### config.mk
export PLATFORM = sky130hd
export DESIGN_NAME = hvtx_stream_src
export DESIGN_NICKNAME = d
export VERILOG_FILES = /design/src/rtl/hvtx_pkg.sv /design/src/rtl/hvtx_fifo.sv /design/src/rtl/hvtx_stream_src.sv
export SDC_FILE = /design/constraint.sdc
export NUM_CORES = 1
export LEC_CHECK = 0
export CAP_MARGIN = 20
export CORE_MARGIN = 2
export CORE_UTILIZATION = 53
export DETAILED_ROUTE_END_ITERATION = 10
export PLACE_DENSITY = 0.74
export SLEW_MARGIN = 20
export SYNTH_ARGS = -nofsm -noshare
export SYNTH_HDL_FRONTEND = slang
export SYNTH_SLANG_ARGS = --single-unit
### constraint.sdc
create_clock -name i_clk -period 3.25 [get_ports i_clk]
set_input_delay 0.65 -clock i_clk [delete_from_list [all_inputs] [get_ports i_clk]]
set_output_delay 0.65 -clock i_clk [all_outputs]
set_load 0.01 [all_outputs]
### src/rtl/hvtx_pkg.sv
// Shared types for the HDMI transmit pixel-stream front end.
package hvtx_pkg;

    typedef logic [2:0][7:0] pixel_t;

    typedef struct packed {
        logic   sof;
        logic   eol;
        pixel_t data;
    } stream_entry_t;

    typedef enum logic [1:0] {
        SEEK,
        ARMED,
        RUN
    } src_state_t;

endpackage

### src/rtl/hvtx_fifo.sv
// Single-clock first-word-fall-through FIFO; the head is readable whenever
// o_empty is low, and a word written this cycle shows up on the next one.
module hvtx_fifo
    import hvtx_pkg::*;
#(
    parameter int  DEPTH   = 16,
    parameter type entry_t = stream_entry_t
) (
    input  logic                     i_clk,
    input  logic                     i_rst,
    input  logic                     i_push,
    input  entry_t                   i_push_data,
    input  logic                     i_pop,
    output logic                     o_full,
    output logic                     o_empty,
    output logic [$clog2(DEPTH):0]   o_level,
    output entry_t                   o_head
);

    localparam int AW = $clog2(DEPTH);

    logic [AW-1:0] wr_ptr_q, wr_ptr_d;
    logic [AW-1:0] rd_ptr_q, rd_ptr_d;
    logic [AW:0]   level_q, level_d;
    logic          push_ok, pop_ok;
    entry_t        mem_q [DEPTH];

    assign o_full  = (level_q == (AW+1)'(DEPTH));
    assign o_empty = (level_q == '0);
    assign o_level = level_q;
    assign o_head  = mem_q[rd_ptr_q];

    // Guard against callers pushing into a full or popping an empty FIFO.
    assign push_ok = i_push & ~o_full;
    assign pop_ok  = i_pop & ~o_empty;

    always_comb begin
        wr_ptr_d = wr_ptr_q + AW'(push_ok);
        rd_ptr_d = rd_ptr_q + AW'(pop_ok);
        level_d  = level_q + (AW+1)'(push_ok) - (AW+1)'(pop_ok);
    end

    always_ff @(posedge i_clk or posedge i_rst) begin
        if (i_rst) begin
            wr_ptr_q <= '0;
            rd_ptr_q <= '0;
            level_q  <= '0;
        end else begin
            wr_ptr_q <= wr_ptr_d;
            rd_ptr_q <= rd_ptr_d;
            level_q  <= level_d;
        end
    end

    always_ff @(posedge i_clk) begin
        if (push_ok) mem_q[wr_ptr_q] <= i_push_data;
    end

endmodule

### src/rtl/hvtx_stream_src.sv
// Buffers a valid/ready RGB stream and pops it in step with the raster cursor,
// delivering video two cycles after the cursor to line up with hs/vs/de.
module hvtx_stream_src
    import hvtx_pkg::*;
#(
    parameter int          WID           = 12,
    parameter int          ACTIVE_WIDTH  = 1280,
    parameter int          ACTIVE_HEIGHT = 720,
    parameter int          DEPTH         = 16,
    parameter logic [23:0] FILL_COLOR    = 24'h000000
) (
    input  logic                     i_clk,
    input  logic                     i_rst,
    input  logic [WID-1:0]           i_x,
    input  logic [WID-1:0]           i_y,
    input  logic [2:0][7:0]          i_s_data,
    input  logic                     i_s_sof,
    input  logic                     i_s_eol,
    input  logic                     i_s_valid,
    output logic                     o_s_ready,
    output logic [2:0][7:0]          o_video,
    output logic                     o_locked,
    output logic                     o_underflow,
    output logic                     o_misalign,
    output logic [$clog2(DEPTH):0]   o_level
);

    localparam pixel_t FILL_PX = FILL_COLOR;

    src_state_t    state_q, state_d;
    logic          act_q, act_d, org_q, org_d, last_q, last_d;
    pixel_t        video_q, video_d;
    logic          underflow_q, underflow_d;
    logic          misalign_q, misalign_d;
    logic          full, empty, push, pop;
    stream_entry_t head, push_entry;

    assign o_s_ready  = ~full & ~i_rst;
    assign push       = i_s_valid & o_s_ready;
    assign push_entry = '{sof: i_s_sof, eol: i_s_eol, data: i_s_data};

    hvtx_fifo #(
        .DEPTH   (DEPTH),
        .entry_t (stream_entry_t)
    ) u_fifo (
        .i_clk       (i_clk),
        .i_rst       (i_rst),
        .i_push      (push),
        .i_push_data (push_entry),
        .i_pop       (pop),
        .o_full      (full),
        .o_empty     (empty),
        .o_level     (o_level),
        .o_head      (head)
    );

    always_comb begin
        act_d  = (i_x < WID'(ACTIVE_WIDTH)) & (i_y < WID'(ACTIVE_HEIGHT));
        org_d  = (i_x == '0) & (i_y == '0);
        last_d = (i_x == WID'(ACTIVE_WIDTH - 1));
    end

    // Pop decision works off the stage-1 cursor flags; stage 2 is the output register.
    always_comb begin
        state_d     = state_q;
        pop         = 1'b0;
        video_d     = FILL_PX;
        underflow_d = 1'b0;
        misalign_d  = 1'b0;
        case (state_q)
            SEEK: begin
                if (!empty) begin
                    if (head.sof) state_d = ARMED;
                    else          pop     = 1'b1;
                end
            end
            ARMED: begin
                if (!empty && org_q && act_q) begin
                    pop     = 1'b1;
                    video_d = head.data;
                    state_d = RUN;
                end
            end
            RUN: begin
                if (act_q) begin
                    if (empty) begin
                        underflow_d = 1'b1;
                        state_d     = SEEK;
                    end else if (head.sof && !org_q) begin
                        misalign_d = 1'b1;
                        state_d    = ARMED;
                    end else begin
                        pop     = 1'b1;
                        video_d = head.data;
                        if (head.eol != last_q) begin
                            misalign_d = 1'b1;
                            state_d    = SEEK;
                        end
                    end
                end
            end
            default: state_d = SEEK;
        endcase
    end

    always_ff @(posedge i_clk or posedge i_rst) begin
        if (i_rst) begin
            state_q     <= SEEK;
            act_q       <= 1'b0;
            org_q       <= 1'b0;
            last_q      <= 1'b0;
            video_q     <= FILL_PX;
            underflow_q <= 1'b0;
            misalign_q  <= 1'b0;
        end else begin
            state_q     <= state_d;
            act_q       <= act_d;
            org_q       <= org_d;
            last_q      <= last_d;
            video_q     <= video_d;
            underflow_q <= underflow_d;
            misalign_q  <= misalign_d;
        end
    end

    assign o_video     = video_q;
    assign o_locked    = (state_q == RUN);
    assign o_underflow = underflow_q;
    assign o_misalign  = misalign_q;

endmodule

==> results of run 1 <==
[where the power goes]
group | internal [mW] | switching [mW] | leakage (nW)
combinational | 2.38 | 2.07 | 1.98
clock | 2.96 | 2.21 | 0.730
sequential | 6.85 | 0.241 | 4.33
[synth_stat cells (3+ instances only)]
cell type,count
edfxtp_1,416
mux4_2,119
dfrtp_1,44
nor2_1,22
nor2b_4,20
inv_1,15
mux2i_1,15
ha_1,14
clkbuf_1,11
buf_2,10
nand2_1,8
nor3_1,8
nand3_1,7
nor2b_1,6
xnor2_1,5
buf_12,4
buf_6,4
mux4_1,4
nor4_1,4
xor2_1,4
a21oi_1,3
a22oi_1,3
buf_1,3
[final cells by class]
type / count / area (um^2) / share of cell area (%)
sequential: 460 / 13600 / 64.1
multi-input combinational: 270 / 4150 / 19.6
timing repair buffer: 129 / 1360 / 6.40
clock buffer: 47 / 1130 / 5.35
tap: 448 / 561 / 2.64
clock inverter: 37 / 347 / 1.63
inverter: 15 / 56.3 / 0.266
[sequential cells by signal (all words and copies together), names as in the netlist]
signal and cells:
u_fifo.o_level 5, u_fifo.wr_ptr_q 4, o_video 24, org_q 1, state_q 2, u_fifo.rd_ptr_q 4
act_q 1, u_fifo.mem_q 416, o_misalign 1, o_underflow 1, last_q 1
[layer usage]
layer / vias up / routed length [um] / GRT usage (%) / share of wire, %
met3: 48 / 2290 / 3.46 / 6.2
met5: - / 0 / 0 / 0
met1: 4491 / 15100 / 29.9 / 40
met4: 0 / 686 / 5.33 / 1.8
li1: 3528 / - / - / -
met2: 311 / 19200 / 36.9 / 52
[path summary, 6_finish.rpt]
check | endpoint | cells past startpoint | start | slack (ns)
worst min-delay path | o_underflow | 1 | act_q | 0.56
worst max-delay path | u_fifo.o_level[4] | 16 | u_fifo.rd_ptr_q[0] | 0.23
max in group asynchronous | o_video[0] | 3 | i_rst | 1.93
worst max register to register | u_fifo.o_level[4] | 16 | u_fifo.rd_ptr_q[0] | 0.23
min in group asynchronous | o_underflow | 2 | i_rst | 0.62
worst min register to register | o_underflow | 1 | act_q | 0.56
[cells by family (layout without fill, tap and decap cells)]
group                      count (synthesis)  in the layout  share of synthesized area (%)
AOI/OAI and AO/OA                         20             20                          0.881
xor gates and xnor gates                   9              9                          0.441
adders and majority gates                 15             15                           1.09
buffers and inverters                     49            228                           1.67
DFF                                      460            460                           76.0
muxes                                    139            139                           16.5
and+or+nand+nor                           87             87                           3.41
[per-stage QoR]
stage               instances  setup TNS [ns]  area [um^2]  hold WS, ns
finish                   1406               0        21200        0.559
global route             1406         -0.0355        21200        0.581
CTS                      1406               0        21200        0.557
detailed placement       1322               0        19700        0.538
global placement         1322               0        19700        0.532
floorplan                 779               0        17900        0.506
==> impl_results.md, run 1 <==
- CTS resizes: 0
- Startpoint Class: flip-flop
- Final period util: 93.0%
- Final Skew: 0.0153 ns
- Initial antenna violation count: 0
- Crit-path max FO: 8
- # IOs: 86
- Hold Crit Class: reg2reg
- Worst-path cell chain: mux2i_1 -> a22oi_1 -> nand3_2 -> o2111ai_2 -> a21o_1 -> a211oi_2 -> ha_1 -> inv_1 -> ha_1 -> inv_1 -> fa_1 -> inv_1 -> a21oi_1 -> nor2_1 -> nor2_1 -> xnor2_1
- Share of the synthesized area in the top cell type: 69.8%
- Status: complete, no violations
- Total GRT Usage: 21.7%
- Final min period: 3.02 ns
- Final Max Tran Viols: 0
- CP arrival: 3.45 ns
- Routed Antenna Nets: 0
- Cell taking the most area after synthesis: edfxtp_1
- Final core occ: 63.6%
- Top cells by area, synth: edfxtp_1, mux4_2, dfrtp_1, nor2b_4, ha_1
- Hpwl dp: 20.0 mm
- Drt total wl: 37.2 mm
- Area of the mapped netlist: 17900 um^2
- Die ar.: 35200 um^2
- Post-CTS Setup Inserts: 0
- Starting Density: 53.6%
- Post-synth ARST share: 9.57%
- FP Rows: 67
- Post-synth EDFFs: 416
- Slew at the pin with the worst max-slew slack: 1.11 ns
- Vias per cell: 5.96
- Width of the die: 188 um
- Area delta synth->final: 18.6%
- Layout cell share with drive strength beyond 1: 30.2%
- Register area share after synthesis: 76.0%
- Tot Pwr: 16.7 mW
- Distinct cell type count after synthesis: 45
- Clock latency at the later pin of the worst-skew pair: 0.55 ns
- Power per cell area: 788 nW/um^2
- Grt total ovfl: 0
- Commonest non-fill, non-tap cells in the layout: edfxtp_1, mux4_2, clkdlybuf4s50_1
- Cell count after synthesis: 779
- DIE HEIGHT: 188 um
- Syn_area_per_cell: 23.0 um^2
- DP Worst Slack: 0.0521 ns
- Leakage: 7.03 nW
- Layout filler cell count: 2216
- CTS Buf Count: 45
- Worst-path clk slew: 0.06 ns
- Req. time, crit path: 3.68 ns
- Number of I/O port buffers: 85
- Yosys warnings: 0
- VDD IR-drop max: 0.000435 V
- Final setup vio count: 0
- Number of global-route vias before repair: 8846
- Clock sink count: 460
- Dominant synthesized flop cell: edfxtp_1
- Synthesized flop and latch total: 460
- Drt initial violations: 782
- CP peak stage delay: 0.55 ns
- DR WL/cell: 26.5 um
- CTS tree: yes
- Most frequent cell on the critical path: inv_1
- Drt pass-1 iters: 4
- DRC Markers: 0
- Critical-path cell with the highest stage delay: dfrtp_4
- Nets: 989
- CTS root buf: clkbuf_16
- Worst Slack Setup Final: 0.228 ns
- WP buf/inv: 3
- Commonest non-fill, non-tap cell in the layout: edfxtp_1
- Slew Limit Headroom: 25.8%
- First-pass GRT wire length: 56.3 mm
- Crit Path Category: reg2reg
- Fmax: 0.331 GHz
- CTS hold repair buffers: 0
- Syn_nets: 847
- N_diodes: 0
- Cell class contributing the biggest share of worst-path delay: adder cells
- Crit path capture type: flip-flop
- Core Box Area: 33400 um^2
- Final hold violation count: 0
- Max-cap violations: 0
- GP Congestion: 0.749
- Via count: 8378
- Clk buf depth: 3
- H-tree levels: 2
- Largest net degree at the start of global routing: 75
Power figures use the tool's default switching activity.
==> run 2, diff against run 1 <==
--- a/config.mk
+++ b/config.mk
@@ -6,7 +6,6 @@
 export NUM_CORES = 1
 export LEC_CHECK = 0
 export CAP_MARGIN = 20
-export CORE_MARGIN = 2
 export CORE_UTILIZATION = 53
 export DETAILED_ROUTE_END_ITERATION = 10
 export PLACE_DENSITY = 0.74
==> impl_results.md, run 2 (synthesized netlist as in run 1, its figures left out) <==
- Status: complete, no violations
- WP buf/inv: 3
- Fmax: 0.336 GHz
- Routed Antenna Nets: 0
- Nets: 996
- Commonest non-fill, non-tap cells in the layout: edfxtp_1, mux4_2, clkdlybuf4s50_1
- Layout filler cell count: 2172
- Starting Density: 54.4%
- Final min period: 2.97 ns
- DP Worst Slack: 0.0687 ns
- Largest reg by FF count: u_fifo.mem_q
- Max reg flops: 416
- Die ar.: 34500 um^2
- Area after DPL: 19700 um^2
- Max-cap violations: 0
- Drt total wl: 36.1 mm
- Drt initial violations: 811
- First-pass GRT wire length: 53.9 mm
- Crit path capture type: flip-flop
- Crit-path max FO: 8
- DR WL/cell: 25.7 um
- Worst-path cell chain: mux2i_1 -> a221oi_2 -> nand3b_1 -> o2111ai_2 -> a21o_1 -> a211oi_2 -> ha_1 -> inv_1 -> ha_1 -> inv_1 -> fa_2 -> inv_1 -> a21oi_1 -> nor2_1 -> nor2_1 -> xnor2_1
- Width of the die: 186 um
- Final hold violation count: 0
- Final Skew: 0.0180 ns
- Number of global-route vias before repair: 8825
- CTS root buf: clkbuf_16
- VDD IR-drop max: 0.000675 V
- Core Box Area: 32900 um^2
- Req. time, crit path: 3.66 ns
- Grt total ovfl: 0
- Critical-path cell with the highest stage delay: dfrtp_2
- FP Rows: 66
- N_diodes: 0
- Slew Limit Headroom: 47.1%
- Hpwl dp: 20.6 mm
- Cell class contributing the biggest share of worst-path delay: adder cells
- CP peak stage delay: 0.47 ns
- Commonest non-fill, non-tap cell in the layout: edfxtp_1
- Final hold slack: 0.553 ns
- Largest net degree at the start of global routing: 89
- Via count: 8369
- GP Congestion: 0.831
- Area delta synth->final: 18.5%
- Startpoint Class: flip-flop
- Initial antenna violation count: 1
- CTS tree: yes
- # IOs: 86
- Clock latency at the later pin of the worst-skew pair: 0.54 ns
- DIE HEIGHT: 186 um
- Worst Slack Setup Final: 0.277 ns
- Number of I/O port buffers: 85
- DRC Markers: 0
- Final Max Tran Viols: 0
- CTS Buf Count: 47
- Vias per cell: 5.96
- Slew at the pin with the worst max-slew slack: 0.794 ns
- Total GRT Usage: 21.8%
- Setup TNS: 0 ns
- Cell area after layout: 21200 um^2
- Leakage: 7.02 nW
- Final setup vio count: 0
- Layout cell share with drive strength beyond 1: 30.6%
- Worst-path clk slew: 0.06 ns
- Most frequent cell on the critical path: inv_1
- Tot Pwr: 16.6 mW
- Power per cell area: 786 nW/um^2
- Drt pass-1 iters: 4
- CTS hold repair buffers: 0
- Clk buf depth: 3
- H-tree levels: 2
- Clock sink count: 460
- Final period util: 91.5%
- Hold Crit Class: in2async
- CP arrival: 3.38 ns
- Crit Path Category: reg2reg
run 2: cell types whose count changed in the layout (fill, tap and decap cells not counted), sizes merged:
cell      previous run  this run
clkbuf              47        57
bufinv               5         3
inv                 18        17
clkinvlp             5         4
buf                 44        49
clkinv              24        18
run 2: what timing repair did:
action	4_1_cts	5_1_grt
gates resized for setup	0	12
buffers inserted	0	3
setup endpoints to repair	0	1
run 2: metrics by stage:
| stage | utilization (%) | instances |
|---|---|---|
| final | 64.5 | 1405 |
| after global routing | 64.5 | 1405 |
| after CTS | 64.2 | 1402 |
| after detailed placement | 59.8 | 1318 |
| after global placement | 59.8 | 1318 |
| after floorplan | - | 779 |
run 2: cell type report:
type                       instances  area (um^2)  share of cell area (%)
clock inverter                    27          229                    1.08
multi-input combinational        270         4180                    19.7
clock buffer                      57         1220                    5.78
tap                              442          553                    2.61
timing repair buffer             134         1340                    6.34
sequential                       460        13600                    64.2
inverter                          15         56.3                   0.266
run 2: worst register-to-register path: cells and delay by family, from the launching register on:
| family | cells | cell delay [ns] |
|---|---|---|
| compound gates | 5 | 0.74 |
| xor+xnor | 1 | 0.11 |
| fa+ha+maj | 3 | 0.78 |
| buf+inv | 3 | 0.17 |
| flops | 1 | 0.47 |
| mux | 1 | 0.31 |
| simple gates | 3 | 0.25 |
run 2: routing by layer:
metal  up-vias  GRT usage [%]  routed length (um)
met5         -              0                  13
met3        54           3.70                2490
met1      4440           30.6               14900
met2       334           36.0               18000
met4         2           5.74                 681
li1       3539              -                   -
run 2: path summary, 6_finish.rpt:
path,start,endpoint,depth (start not counted),slack [ns]
setup reg to reg,u_fifo.rd_ptr_q[2],u_fifo.o_level[4],16,0.28
setup / recovery,u_fifo.rd_ptr_q[2],u_fifo.o_level[4],16,0.28
hold reg to reg,act_q,o_underflow,1,0.56
max in group asynchronous,i_rst,o_video[1],3,2.01
min in group i_clk,act_q,o_underflow,1,0.56
hold / removal,i_rst,u_fifo.o_level[0],2,0.55
run 2: power by group:
group | switching, mW | internal (mW) | total (mW)
combinational | 2.07 | 2.42 | 4.48
clock | 2.15 | 2.93 | 5.07
sequential | 0.236 | 6.85 | 7.09
